`src/rtl/int_to_float.sv`:
```
// int_to_float: multi-cycle 32-bit integer to IEEE-754 single-precision converter.
//
// A conversion walks IDLE -> ABS -> NORM (one cycle per leading zero) -> ROUND -> DONE.
// Zero skips straight from ABS to DONE. Latency is fixed by the leading-zero count only.
//
// Parameters
//   RND_MODE   0 = round-to-nearest-even, 1 = truncate toward zero
// Ports
//   clk        single clock, rising edge
//   reset      asynchronous, active-low
//   start      request a conversion; only sampled in IDLE, never queued
//   signed_in  1 = I is two's complement, 0 = unsigned (sampled with start)
//   I          integer operand (sampled with start)
//   F          single-precision result, held until the next conversion completes
//   inexact    nonzero bits were discarded when forming F
//   busy       high in ABS, NORM and ROUND
//   done       one-cycle pulse in DONE
module int_to_float #(
    parameter int unsigned RND_MODE = 0
) (
    input  logic        clk,
    input  logic        reset,
    input  logic        start,
    input  logic        signed_in,
    input  logic [31:0] I,
    output logic [31:0] F,
    output logic        inexact,
    output logic        busy,
    output logic        done
);

    localparam logic [2:0] S_IDLE  = 3'd0;
    localparam logic [2:0] S_ABS   = 3'd1;
    localparam logic [2:0] S_NORM  = 3'd2;
    localparam logic [2:0] S_ROUND = 3'd3;
    localparam logic [2:0] S_DONE  = 3'd4;

    localparam logic ROUND_NEAREST = (RND_MODE == 0);

    // Exponent of a value whose MSB sits at bit 31: 31 + bias 127.
    localparam logic [8:0] EXP_TOP = 9'd158;

    logic [2:0]  state_q, state_d;
    logic [31:0] i_q, i_d;
    logic        signed_q, signed_d;
    logic        sign_q, sign_d;
    logic [31:0] mag_q, mag_d;
    logic [8:0]  exp_q, exp_d;
    logic [31:0] f_q, f_d;
    logic        inexact_q, inexact_d;

    // Absolute value of the captured operand. -0x80000000 wraps to 0x80000000,
    // which is exactly the unsigned magnitude 2^31 we want.
    logic        abs_sign;
    logic [31:0] abs_mag;

    assign abs_sign = signed_q & i_q[31];
    assign abs_mag  = abs_sign ? (~i_q + 32'd1) : i_q;

    // Rounding of the normalised magnitude (mag_q[31] is the hidden bit).
    logic [22:0] man_raw;
    logic        guard;
    logic        sticky;
    logic        round_up;
    logic [23:0] man_sum;
    logic [7:0]  exp_rnd;

    assign man_raw  = mag_q[30:8];
    assign guard    = mag_q[7];
    assign sticky   = |mag_q[6:0];
    assign round_up = ROUND_NEAREST & guard & (sticky | man_raw[0]);
    assign man_sum  = {1'b0, man_raw} + {23'd0, round_up};
    // On carry-out man_sum[22:0] is already zero; only the exponent moves.
    assign exp_rnd  = exp_q[7:0] + {7'd0, man_sum[23]};

    always_comb begin
        state_d   = state_q;
        i_d       = i_q;
        signed_d  = signed_q;
        sign_d    = sign_q;
        mag_d     = mag_q;
        exp_d     = exp_q;
        f_d       = f_q;
        inexact_d = inexact_q;

        case (state_q)
            S_IDLE: begin
                if (start) begin
                    i_d      = I;
                    signed_d = signed_in;
                    state_d  = S_ABS;
                end
            end
            S_ABS: begin
                sign_d = abs_sign;
                mag_d  = abs_mag;
                exp_d  = EXP_TOP;
                if (abs_mag == 32'd0) begin
                    f_d       = 32'd0;
                    inexact_d = 1'b0;
                    state_d   = S_DONE;
                end else begin
                    state_d = S_NORM;
                end
            end
            S_NORM: begin
                if (mag_q[31]) begin
                    state_d = S_ROUND;
                end else begin
                    mag_d = {mag_q[30:0], 1'b0};
                    exp_d = exp_q - 9'd1;
                end
            end
            S_ROUND: begin
                f_d       = {sign_q, exp_rnd, man_sum[22:0]};
                inexact_d = guard | sticky;
                state_d   = S_DONE;
            end
            S_DONE: begin
                state_d = S_IDLE;
            end
            default: begin
                state_d = S_IDLE;
            end
        endcase
    end

    always_ff @(posedge clk or negedge reset) begin
        if (!reset) begin
            state_q   <= S_IDLE;
            i_q       <= 32'd0;
            signed_q  <= 1'b0;
            sign_q    <= 1'b0;
            mag_q     <= 32'd0;
            exp_q     <= 9'd0;
            f_q       <= 32'd0;
            inexact_q <= 1'b0;
        end else begin
            state_q   <= state_d;
            i_q       <= i_d;
            signed_q  <= signed_d;
            sign_q    <= sign_d;
            mag_q     <= mag_d;
            exp_q     <= exp_d;
            f_q       <= f_d;
            inexact_q <= inexact_d;
        end
    end

    assign F       = f_q;
    assign inexact = inexact_q;
    assign busy    = (state_q == S_ABS) || (state_q == S_NORM) || (state_q == S_ROUND);
    assign done    = (state_q == S_DONE);

endmodule
```
`config.mk`:
```
export PLATFORM = sky130hd
export DESIGN_NAME = int_to_float
export DESIGN_NICKNAME = d
export VERILOG_FILES = /design/src/rtl/int_to_float.sv
export SDC_FILE = /design/constraint.sdc
export NUM_CORES = 1
export LEC_CHECK = 0
export CAP_MARGIN = 15
export CORE_ASPECT_RATIO = 1.25
export CORE_UTILIZATION = 30
export DETAILED_ROUTE_END_ITERATION = 10
export GPL_ROUTABILITY_DRIVEN = 0
export PLACE_DENSITY = 0.45
export SYNTH_ARGS = -nofsm -noshare
export SYNTH_HDL_FRONTEND = slang
export SYNTH_SLANG_ARGS = --single-unit
```
`constraint.sdc`:
```
create_clock -name clk -period 3.65 [get_ports clk]
set_input_delay 0.73 -clock clk [delete_from_list [all_inputs] [get_ports clk]]
set_output_delay 0.73 -clock clk [all_outputs]
set_load 0.02 [all_outputs]
```
# Yosys cells after proc, flatten, opt, wreduce, memory -nomap -nowiden
# Index checks and enable logic that the tools add are counted.
totals:
  ramBits: 0
  n_memories: 0
  rom_bits: 0
  reg_bits: 111
  out_inout_bits: 35
  wordCells: 50
  inputBits: 36
  latchBits: 0
op_classes:
  eq_ne: 8
  n_bitwise: 5
  n_lt_le_gt_ge: 0
  reduce_logical: 11
  shifts: 0
  n_addsub: 4
  n_mul: 0
  muxes: 13
  div: 0
ops:
  columns: ["op", "n"]
  rows:
  - ["$pmux 32 s2", 2]
  - ["$mux 32", 3]
  - ["$add 32x1->32 const B", 1]
  - ["$logic_not 32->1", 1]
  - ["$not 32->32", 1]
  - ["$add 23x1->24", 1]
  - ["$pmux 9 s2", 1]
  - ["$pmux 3 s4", 1]
  - ["$mux 3", 3]
  - ["$mux 9", 1]
  - ["$sub 9x1->9 const B", 1]
  - ["$add 8x1->8", 1]
  - ["$ne 2x2->1 const B", 4]
  - ["$reduce_and 2->1", 4]
  - ["$reduce_or 7->1", 1]
  - ["$eq 3x2->1 const B", 2]
  - ["$reduce_bool 2->1", 2]
  - ["$eq 3x1->1 const B", 1]
  - ["$eq 3x3->1 const B", 1]
  - ["$logic_not 3->1", 1]
  - ["$and 1x1->1", 2]
  - ["$logic_or 1x1->1", 2]
  - ["$or 1x1->1", 2]
  - ["$pmux 1 s2", 1]
  - ["$mux 1", 1]

# Logic depth before layout (Yosys ltp)
depth:
  depth_word: 6
  depth_mapped: 16

# Worst setup path before layout
# OpenSTA, ideal clock, no wires.
synth_timing:
  path_type: "register to register"
  startpoint: "register i_q[11]"
  endpoint: "register f_q[12], in the netlist F[12]"
  arrival_time_ns: 2.865
  t_required_ns: 3.520
  setup_time_ns: 0.130
  path_buffers: 2
  slack_ns: 0.654
  path_stages_with_launch: 11
  cell_sequence: "dfrtp_1 > buf_2 > nor4_2 > nand3_4 > or4_1 > or4b_1 > o32ai_1 > a41oi_1 > nor3_4 > buf_4 > o21ai_0"
synth_between:
  elab_chain_cells: 6
synth_rtl:
  columns: ["item", "line", "text"]
  rows:
  - ["start, declared", "44", "logic [31:0] i_q, i_d;"]
  - ["start signal, assigned", "140", "i_q <= i_d;"]
  - ["$not 32->32", "58", "assign abs_mag = abs_sign ? (~i_q + 32'd1) : i_q;"]
  - ["$add 32x1->32", "58", null]
  - ["$mux 32 *", "58", null]
  - ["$logic_not 32->1 *", "98", "if (abs_mag == 32'd0) begin"]
  - ["$ne 2x2->1 (no source line) *", null, null]
  - ["$reduce_and 2->1 (no source line) *", null, null]
  - ["end signal, assigned", "136", "f_q <= 32'd0;"]
  - ["end signal, assigned", "145", "f_q <= f_d;"]
  - ["end, declared", "49", "logic [31:0] f_q, f_d;"]
# Mark *: on every way between the ends. The rest lies on a longest branch, timed or not.
# A chain may end at the register's enable or synchronous reset.

# Worst setup path in the final report
layout_timing:
  startpoint: "register i_q[11]"
  endpoint: "register f_q[15], in the netlist F[15]"
# The elaborated chain is that of the path after synthesis.

==> impl_metrics.tcl <==
set metrics [dict create \
    status "completed" \
    synth-compound-area-share 0.1900 \
    synth_area_per_cell_sq_um 9.423 \
    drt-total-wl_um 16490 \
    crit_fanout 34 \
    grt_use_total 0.1634 \
    clk_pin_slew_worst_paths_ps 80 \
    core_area_sq_um 20170 \
    clkLatencyLatePin_ps 360 \
    finalSetupTns_ps 0 \
    die_y_um 162.9 \
    worstPathCellList "nor4_2, nand3_4, or4_1, or4b_1, o32ai_1, a41oi_1, nor3_4, buf_12, o21ai_0" \
    yosysSeqAreaShare 0.4433 \
    synth-edff-count 0 \
    power.density_nw_per_um2 884.4 \
    leakage_nw 2.911 \
    drtPass1Iterations 5 \
    nets 749 \
    grt_pass1_vias 4972 \
    io_pins 71 \
    netlist_area_sq_um 6210 \
    max-vdd-ir-drop_uv 329.2 \
    slowest_stage "nor4_2" \
    initial_core_util 0.3078 \
    antenna_left 0 \
    port_buffers 70 \
    cap_violations 0 \
    drtIter0Drc 243 \
    worst_slew_pin_slew_ps 890.0 \
    synth-simple-area-share 0.1654 \
    pre_cts_slack_ps 109.1 \
    layout-drive-gt1-share 0.1070 \
    post_cts_buffers 0 \
    root_buffer "clkbuf_16" \
    hold_path.class "in -> async" \
    start_kind "register" \
    netlist_top_cells_area "dfrtp_1 (44%), a22oi_1 (6.8%), mux2_2 (5.8%), xnor2_1 (4.9%), nand2_1 (4.5%)" \
    routed_via_density 5.233 \
    placed_cell_area_sq_um 7208 \
    cts_sinks 110 \
    yosysWarnings 0 \
    synth_top_cell_area_share 0.4433 \
    grt_pass1_wl_um 26940 \
    layout.cells.non_filler 980 \
    ys.flop_type "dfrtp_1" \
    cts_buffer_depth 2 \
    die_area_sq_um 21280 \
    drc 0 \
    period_share 0.9068 \
    detail_route.wl_per_cell_um 16.83 \
    yosys.area.top_type "dfrtp_1" \
    area_delta_synth_final_pct 21.00 \
    grt_setup_unrepaired "no" \
    rows 58 \
    maxClockFrequency_ghz 0.3021 \
    synthXorXnorAreaFrac 0.08886 \
    utilization 0.3724 \
    grt-ovfl-total 0 \
    hpwl_um 12000 \
    ctsResizeCount 0 \
    dpl.cell_count 966 \
    totalPowerFinal_mw 6.645 \
    async_reset_ff_frac 1.000 \
    cts_tree "done" \
    h-tree-depth 3 \
    ys_ff_latch 110 \
    critPathRequiredTime_ps 3880 \
    die_w_um 130.7 \
    yosys.area_share.adder 0.01209 \
    fill_cells 2064 \
    maxSlewViolCount 0 \
    synthMuxAreaShare 0.06125 \
    path_class "reg -> reg" \
    antenna_found_initial 0 \
    final_common_cell "dfrtp_1" \
    setup_viol 0 \
    synth_top_family_by_area "compound AO/OA/AOI/OAI gates" \
    critPathArrivalTime_ps 3540 \
    hold_viol_final 0 \
    worst-path-buf-inv 1 \
    vias 5128 \
    fin_skew_ps 13.52 \
    holdWs_ps 380.9 \
    slew_headroom 0.4067 \
    slowest_delay_ps 570 \
    grt_max_degree 52 \
    period_needed_ps 3310 \
    n_antenna_cell 0 \
    ctsHoldBuffers 0 \
    end_kind "register" \
    synthesis.nets 701 \
    final_cell_mix "dfrtp_1 (110), nand2_1 (75), clkdlybuf4s50_1 (69)" \
    numCtsBuffers 9 \
    postLayoutCellArea_sq_um 7513 \
    synth_cell_types 53 \
    layout_setup_ws_ps 340.1 \
    critical-path-top-delay-family "simple AND/OR/NAND/NOR gates" \
    syn_inst 659 \
]
cell type report:
cell class,instances,area (sq um),share of cell area
multi-input combinational,488,3229,0.4298
sequential,110,2753,0.3664
timing repair buffer,90,860.8,0.1146
tap,270,337.8,0.04496
clock buffer,10,229.0,0.03047
clock inverter,4,73.82,0.009825
inverter,8,30.03,0.003997
path summary, 6_finish.rpt:
kind                          from  endpoint  slack (ps)  cells past startpoint
max                        i_q[11]     F[15]         340                      9
min                          reset  exp_q[4]         380                      1
max reg2reg                i_q[11]     F[15]         340                      9
min reg2reg                 sign_q    sign_q         490                      2
max in group asynchronous    reset     F[27]        2340                      2
min in group clk            sign_q    sign_q         490                      2
Yosys cell counts, drive strengths merged (4+ instances only):
library cell  instances
inv                   8
nand3                11
nand2                75
nor4                 10
buf                   6
nor3                 18
o21ai                73
xor2                 28
o211ai                4
a21oi                16
a31oi                 9
and4                  7
clkbuf               47
nand2b                5
dfrtp               110
nand4                12
o31ai                 8
nor2                 30
a22oi                56
or3                   7
ha                    6
or4                   5
xnor2                35
mux2                 32
and3                  8
kinds of logic (layout without fill, tap and decap cells):
group           after synthesis  in the layout
compound gates              186            186
xor+xnor                     63             63
fa+ha+maj                     6              6
buf+inv                      61            112
flops                       110            110
mux                          34             34
simple gates                199            199
flip-flops by register name (all words and copies together) (netlist names):
| signal | cells |
|---|---|
| state_q | 3 |
| signed_q | 1 |
| exp_q | 8 |
| sign_q | 1 |
| mag_q | 32 |
| F | 32 |
| i_q | 32 |
| inexact | 1 |
power by group:
| part | switching (mW) | leakage [nW] | internal, mW |
|---|---|---|---|
| clock | 0.456 | 0.148 | 0.595 |
| sequential | 0.754 | 1.26 | 1.74 |
| combinational | 1.67 | 1.51 | 1.42 |
| total | 2.88 | 2.91 | 3.76 |
per-layer routing:
layer,wire [um],vias to the layer above,track usage
met4,294,0,0.06322
met2,8011,112,0.2633
met3,512,17,0.01741
met1,7671,2494,0.2229
met5,0,-,0
li1,-,2505,-
Note: power is estimated with default switching activity, not from simulation.
